## src/rtl/branch_issue_ctrl.sv

```systemverilog
// branch_issue_ctrl
// Sequencer between Instruction Identify and the BranchFacility. Decoded
// branches are buffered in a small circular FIFO and handed to the branch
// unit one at a time. The enable is never raised while the pipeline is
// stalled. After every consumed branch a fixed-length squash window
// (o_flush) discards the sequentially fetched instructions behind it.

module branch_issue_ctrl #(
    parameter int DEPTH        = 2,   // FIFO entries, power of 2, >= 2
    parameter int FLUSH_CYCLES = 2,   // squash window length, 0 disables it
    parameter int CNT_W        = 16   // issued-branch counter width
) (
    input  logic             i_clk,
    input  logic             i_rst,

    // Instruction Identify side
    input  logic             i_valid,
    output logic             o_ready,
    input  logic [31:0]      i_instr,
    input  logic             i_i_form,
    input  logic             i_b_form,
    input  logic             i_cond_LR,
    input  logic             i_cond_CTR,
    input  logic             i_cond_TAR,

    // Pipeline control
    input  logic             i_stall,

    // BranchFacility side
    output logic             o_en,
    output logic [31:0]      o_instr,
    output logic             o_i_form,
    output logic             o_b_form,
    output logic             o_cond_LR,
    output logic             o_cond_CTR,
    output logic             o_cond_TAR,

    // Status
    output logic             o_flush,
    output logic             o_busy,
    output logic [CNT_W-1:0] o_issue_count,
    output logic             o_err_form
);

    // ------------------------------------------------------------------
    // Local parameters and types
    // ------------------------------------------------------------------
    localparam int AW  = $clog2(DEPTH);   // FIFO index width
    localparam int PW  = AW + 1;          // pointer width incl. wrap bit
    localparam int EW  = 37;              // {flags[4:0], instr[31:0]}
    localparam int FCW = (FLUSH_CYCLES > 1) ? $clog2(FLUSH_CYCLES + 1) : 1;

    typedef enum logic [1:0] {
        ST_IDLE  = 2'd0,   // waiting for a buffered branch and no stall
        ST_ISSUE = 2'd1,   // branch presented to the branch unit
        ST_FLUSH = 2'd2    // squash window after a consumed branch
    } state_t;

    // ------------------------------------------------------------------
    // Storage and state
    // ------------------------------------------------------------------
    logic [EW-1:0]    mem [DEPTH];
    logic [PW-1:0]    wr_ptr;
    logic [PW-1:0]    rd_ptr;

    state_t           state;
    logic [FCW-1:0]   flush_cnt;
    logic [EW-1:0]    out_q;
    logic [CNT_W-1:0] issue_count;
    logic             err_form_q;

    // ------------------------------------------------------------------
    // Derived control
    // ------------------------------------------------------------------
    logic [4:0]    in_flags;
    logic [EW-1:0] in_entry;
    logic [2:0]    flag_ones;
    logic          form_bad;
    logic          full;
    logic          empty;
    logic          push;
    logic          pop;

    // Flag bit order: 4=I-form, 3=B-form, 2=cond LR, 1=cond CTR, 0=cond TAR.
    assign in_flags = {i_i_form, i_b_form, i_cond_LR, i_cond_CTR, i_cond_TAR};
    assign in_entry = {in_flags, i_instr};

    // Pointers that differ only in the wrap bit mean every slot is in use.
    assign full  = (wr_ptr[AW] != rd_ptr[AW]) &&
                   (wr_ptr[AW-1:0] == rd_ptr[AW-1:0]);
    assign empty = (wr_ptr == rd_ptr);

    // Ready depends only on registered state so Identify can act on it
    // without a combinational loop through i_valid.
    assign o_ready = !i_rst && !full && (state != ST_FLUSH);
    assign push    = i_valid && o_ready;
    assign pop     = (state == ST_IDLE) && !empty && !i_stall;

    // Count the form flags of the incoming entry to detect non-one-hot vectors.
    always_comb begin
        // NOTE: every variable written here is assigned a default first, so no
        // path can leave it holding its old value and infer a latch.
        flag_ones = '0;
        for (int i = 0; i < 5; i++) begin
            flag_ones = flag_ones + 3'(in_flags[i]);
        end
        form_bad = (flag_ones != 3'd1);
    end

    // ------------------------------------------------------------------
    // FIFO storage write
    // ------------------------------------------------------------------
    // Write the accepted entry into the slot addressed by the write pointer.
    always_ff @(posedge i_clk) begin
        // NOTE: the storage array is deliberately not reset; the pointers
        // alone decide which slots hold valid data, so stale contents are
        // never observed.
        if (push) begin
            mem[wr_ptr[AW-1:0]] <= in_entry;
        end
    end

    // Advance read and write pointers; they wrap naturally at 2*DEPTH.
    always_ff @(posedge i_clk or posedge i_rst) begin
        // NOTE: sequential state uses non-blocking assignments so every
        // register samples pre-edge values regardless of statement order.
        if (i_rst) begin
            wr_ptr <= '0;
            rd_ptr <= '0;
        end else begin
            if (push) begin
                wr_ptr <= wr_ptr + 1'b1;
            end
            if (pop) begin
                rd_ptr <= rd_ptr + 1'b1;
            end
        end
    end

    // ------------------------------------------------------------------
    // Issue sequencer
    // ------------------------------------------------------------------
    // Pop into the output register, hold it through stalls, count the
    // consumed branch and run the squash window.
    always_ff @(posedge i_clk or posedge i_rst) begin
        if (i_rst) begin
            state       <= ST_IDLE;
            flush_cnt   <= '0;
            out_q       <= '0;
            issue_count <= '0;
        end else begin
            case (state)
                ST_IDLE: begin
                    if (pop) begin
                        out_q <= mem[rd_ptr[AW-1:0]];
                        state <= ST_ISSUE;
                    end
                end

                ST_ISSUE: begin
                    // The branch is consumed in the first unstalled cycle.
                    if (!i_stall) begin
                        if (issue_count != {CNT_W{1'b1}}) begin
                            issue_count <= issue_count + 1'b1;
                        end
                        if (FLUSH_CYCLES == 0) begin
                            state <= ST_IDLE;
                        end else begin
                            state     <= ST_FLUSH;
                            flush_cnt <= FCW'(FLUSH_CYCLES);
                        end
                    end
                end

                ST_FLUSH: begin
                    // The window runs down regardless of stalls.
                    flush_cnt <= flush_cnt - 1'b1;
                    if (flush_cnt == FCW'(1)) begin
                        state <= ST_IDLE;
                    end
                end

                default: begin
                    state <= ST_IDLE;
                end
            endcase
        end
    end

    // Flag a malformed accept one cycle later; the entry itself is kept.
    always_ff @(posedge i_clk or posedge i_rst) begin
        if (i_rst) begin
            err_form_q <= 1'b0;
        end else begin
            err_form_q <= push && form_bad;
        end
    end

    // ------------------------------------------------------------------
    // Outputs
    // ------------------------------------------------------------------
    // The enable is gated by the live stall so it can never coincide with it.
    assign o_en          = (state == ST_ISSUE) && !i_stall;
    assign o_flush       = (state == ST_FLUSH);
    assign o_busy        = (state != ST_IDLE) || !empty;
    assign o_issue_count = issue_count;
    assign o_err_form    = err_form_q;

    assign o_instr    = out_q[31:0];
    assign o_i_form   = out_q[36];
    assign o_b_form   = out_q[35];
    assign o_cond_LR  = out_q[34];
    assign o_cond_CTR = out_q[33];
    assign o_cond_TAR = out_q[32];

endmodule

```

## config.mk

```make
export PLATFORM = sky130hd
export DESIGN_NAME = branch_issue_ctrl
export DESIGN_NICKNAME = d
export VERILOG_FILES = /design/src/rtl/branch_issue_ctrl.sv
export SDC_FILE = /design/constraint.sdc
export NUM_CORES = 1
export LEC_CHECK = 0
export BUFFER_PORTS_ARGS = -buffer_cell sky130_fd_sc_hd__buf_4
export CORE_MARGIN = 2
export CORE_UTILIZATION = 55
export CTS_CLUSTER_SIZE = 20
export DETAILED_ROUTE_END_ITERATION = 10
export GPL_ROUTABILITY_DRIVEN = 0
export GPL_TIMING_DRIVEN = 0
export PLACE_DENSITY = 0.79
export SETUP_SLACK_MARGIN = 0.1
export SYNTH_ARGS = -nofsm -noshare
export SYNTH_HDL_FRONTEND = slang
export SYNTH_SLANG_ARGS = --single-unit
export TNS_END_PERCENT = 10
```

## constraint.sdc

```tcl
create_clock -name i_clk -period 3.9 [get_ports i_clk]
set_input_delay 0 -clock i_clk [delete_from_list [all_inputs] [get_ports i_clk]]
set_output_delay 0 -clock i_clk [all_outputs]
set_load 0.01 [all_outputs]
```

==> flow_summary.yaml <==
synth:
  ys_seq_area_share_pct: 71.9
  synthMuxAreaShare_pct: 7.48
  synth_compound_area_share_pct: 5.38
  yosysWarnings: 0
  synth_edf_count: 74
  synth_area_sq_um: 5250
  synthXorXnorAreaFrac_pct: 3.50
  synthSimpleGateAreaFrac_pct: 7.98
  synth_flop_cell: "edfxtp_1"
  syn_inst: 361
  synth_top_family_by_area: "simple AND/OR/NAND/NOR gates"
  synth-seq-cells: 136
  syn_nets: 407
  async_reset_ff_share_pct: 45.6
  post_synth.cell_area_avg_sq_um: 14.5
  synthAdderAreaFrac_pct: 1.48
  yosysUniqueCellTypes: 37
clock_tree:
  cts_sinks: 136
  clk_path_buf_depth: 2
  root_buffer: "clkbuf_8"
  path_clk_slew_ns: 0.06
  postCtsHoldBufs: 40
  cts_resized: 0
  numCtsBuffers: 17
  cts_tree: "done"
  htreeDepth: 4
  post-cts-setup-buffers: 0
  clock_latency_ns: 0.52
pwr:
  p_seq_share_pct: 41.4
  power.total_w: 0.00517
  peakVddDrop_mv: 0.492
  p_switching_w: 0.00171
  swShare_pct: 33.0
  comb_power_share_pct: 29.9
  power.share.clock_pct: 28.7
  power_density_nw_per_um2: 723
  p_leak_nw: 3.08
  intPower_w: 0.00346
die:
  dieWidth_microns: 102
  ioPinCount: 99
  initial_utilization_pct: 56.8
  core_area_sq_um: 9240
  die_area_sq_um: 10300
  fp-row-count: 35
  die_h_microns: 102
worst_setup_path:
  cp_cell_sequence: "nand2b_1, inv_1, a211oi_1, and3_2"
  cp_data_required_time_ns: 4.03
  crit_buf_inv: 1
  critical_path.max_stage_delay_ns: 0.89
  critPathSlowestCell: "and3_2"
  path_delay_family: "simple AND/OR/NAND/NOR gates"
  cp.arrival_ns: 2.50
  start_kind: "flop"
  path_max_fanout: 38
  critical_path_class: "flop to flop"
  endpoint_kind: "flop"
global_route:
  grt_pass1_wl_mm: 17.3
  busiest_layer: "met2"
  grtUsageTotal_pct: 22.4
  grt_antenna_before_repair: 0
  met1_usage_pct: 26.1
  grt_util_met2_pct: 39.7
  grtUsageMet3_pct: 6.28
  grt_max_degree: 39
  gr-total-overflow: 0
  first_global_vias: 3612
final_layout:
  fin_nets: 566
  diodes: 0
  final_area_sq_um: 7150
  drive_above_1_share_pct: 28.5
  post-route-util_pct: 77.4
  area_delta_synth_final_pct: 36.2
sta:
  tightest_slew_ns: 0.922
  timing_hold_violations_final: 0
  slew_headroom_pct: 38.6
  slew_violations: 0
  rsz0062_at_grt: "no"
  finalSetupViolCount: 0
  skew_ns: 0.0161
  min_period_ns: 2.37
  clock.fmax_mhz: 421
  whs_ns: 0.125
  post-route-period-util_pct: 60.9
routing:
  viasPerCell: 5.23
  ant_nets: 0
  via_count: 3463
  drc: 0
  post_drt_wl_per_cell_microns: 16.7
  drtIter0Drc: 192
  totalWireLength_mm: 11.0
  firstDrtPassIters: 5
placed_design:
  io_buffers: 98
  post-dp-hpwl_mm: 6.53
  dpl_cell_area_sq_um: 6200
outcome:
  status: "completed"
flow_run:
  drv_cap: 0
min_path:
  min_path_type: "input port to async pin"
[through the flow]
| step | instances | setup TNS (ns) | setup slack [ns] |
|---|---|---|---|
| floorplan | 361 | 0 | 0.638 |
| global placement | 588 | -3.75 | -0.104 |
| detailed placement | 590 | 0 | 1.57 |
| CTS | 662 | 0 | 1.58 |
| global route | 662 | 0 | 1.45 |
| finish | 662 | 0 | 1.53 |
[cells in the mapped netlist (2+ instances only)]
| cell type | n | area [sq um] |
|---|---|---|
| fa_1 | 2 | 40.0 |
| nand2_1 | 44 | 165 |
| edfxtp_1 | 74 | 2220 |
| inv_1 | 11 | 41.3 |
| a21oi_1 | 2 | 10.0 |
| nor2_1 | 5 | 18.8 |
| xnor2_1 | 14 | 123 |
| ha_1 | 3 | 37.5 |
| nand3_1 | 6 | 30.0 |
| o21ai_0 | 45 | 225 |
| o211ai_1 | 3 | 22.5 |
| xor2_1 | 7 | 61.3 |
| clkbuf_1 | 5 | 18.8 |
| nor3_1 | 4 | 20.0 |
| dfrtp_1 | 62 | 1550 |
| nand4_1 | 6 | 37.5 |
| mux2i_1 | 37 | 370 |
| buf_2 | 10 | 50.1 |
| and4_1 | 3 | 26.3 |
[power groups by stage]
| stage | registers (W) | logic [W] | clock network [W] |
|---|---|---|---|
| 2_1_floorplan | 0.00221 | 0.000756 | 0 |
| 3_3_place_gp | 0.00214 | 0.00142 | 0 |
| 3_5_place_dp | 0.00215 | 0.00149 | 0 |
| 4_1_cts | 0.00213 | 0.00154 | 0.00149 |
| 5_1_grt | 0.00217 | 0.00169 | 0.00156 |
| 6_report | 0.00214 | 0.00155 | 0.00148 |
[worst register-to-register path, delay by kind of cell (launching register included)]
family	cells	cell delay, ns
DFF	1	0.40
buffers and inverters	1	0.10
and+or+nand+nor	2	1.08
AOI/OAI and AO/OA	1	0.41
[placed cells by master (no fill, tap or decap), drive strengths merged, types with 2 or more instances in the layout]
| cell type | instances |
|---|---|
| nor2 | 5 |
| and4 | 3 |
| nand3 | 6 |
| clkinvlp | 3 |
| o211ai | 3 |
| edfxtp | 74 |
| dfrtp | 62 |
| xnor2 | 14 |
| nand4 | 7 |
| nor3 | 5 |
| dlygate4sd3 | 40 |
| clkbuf | 23 |
| nor4 | 3 |
| o21ai | 46 |
| mux2 | 2 |
| clkinv | 4 |
| fa | 2 |
| ha | 3 |
| nand2 | 44 |
| mux2i | 37 |
| buf | 111 |
| inv | 17 |
| a21oi | 2 |
| xor2 | 7 |
[area by class of cell]
cell class | count | area, sq um
Sequential cell | 136 | 3770
Fill cell | 527 | 2090
Multi-Input combinational cell | 198 | 1370
Timing Repair Buffer | 140 | 1180
Clock buffer | 18 | 418
Tap cell | 129 | 161
Clock inverter | 14 | 136
Buffer | 16 | 80.1
Inverter | 11 | 41.3
[path summary, 6_finish.rpt]
| path | from | endpoint | slack (ns) | depth (start not counted) |
|---|---|---|---|---|
| setup / recovery | state[0]$_DFFE_PP0P_ | mem[1][10]$_DFFE_PP_ | 1.53 | 4 |
| max in group asynchronous | i_rst | rd_ptr[1]$_DFFE_PP0P_ | 3.17 | 4 |
| hold / removal | i_rst | out_q[28]$_DFFE_PP0P_ | 0.13 | 3 |
| min in group i_clk | i_instr[16] | mem[1][16]$_DFFE_PP_ | 0.21 | 2 |
| setup reg to reg | state[0]$_DFFE_PP0P_ | mem[1][10]$_DFFE_PP_ | 1.53 | 4 |
| hold reg to reg | out_q[30]$_DFFE_PP0P_ | out_q[30]$_DFFE_PP0P_ | 0.48 | 2 |
[sequential cells by signal, summed over array words and instances, names as in the netlist]
signal and cells:
mem 74, out_q 37, o_issue_count 16, flush_cnt 2, rd_ptr 2, state 2
wr_ptr 2, o_err_form 1
[logic make-up (layout without fill, tap and decap cells)]
kind of cell / count (synthesis) / after routing
XOR/XNOR: 21 / 21
multiplexers: 39 / 39
AND/OR/NAND/NOR: 80 / 80
AO/OA/AOI/OAI: 53 / 53
adder cells (fa/ha/maj): 5 / 5
flip-flops: 136 / 136
buffers and inverters: 27 / 199
[layer usage]
| metal | share of wire (%) | vias to the layer above |
|---|---|---|
| met3 | 4.9 | 13 |
| met1 | 42 | 1721 |
| met4 | 0.84 | 0 |
| met2 | 53 | 107 |
| li1 | - | 1622 |
| met5 | 0 | - |
Power figures use the tool's default switching activity.
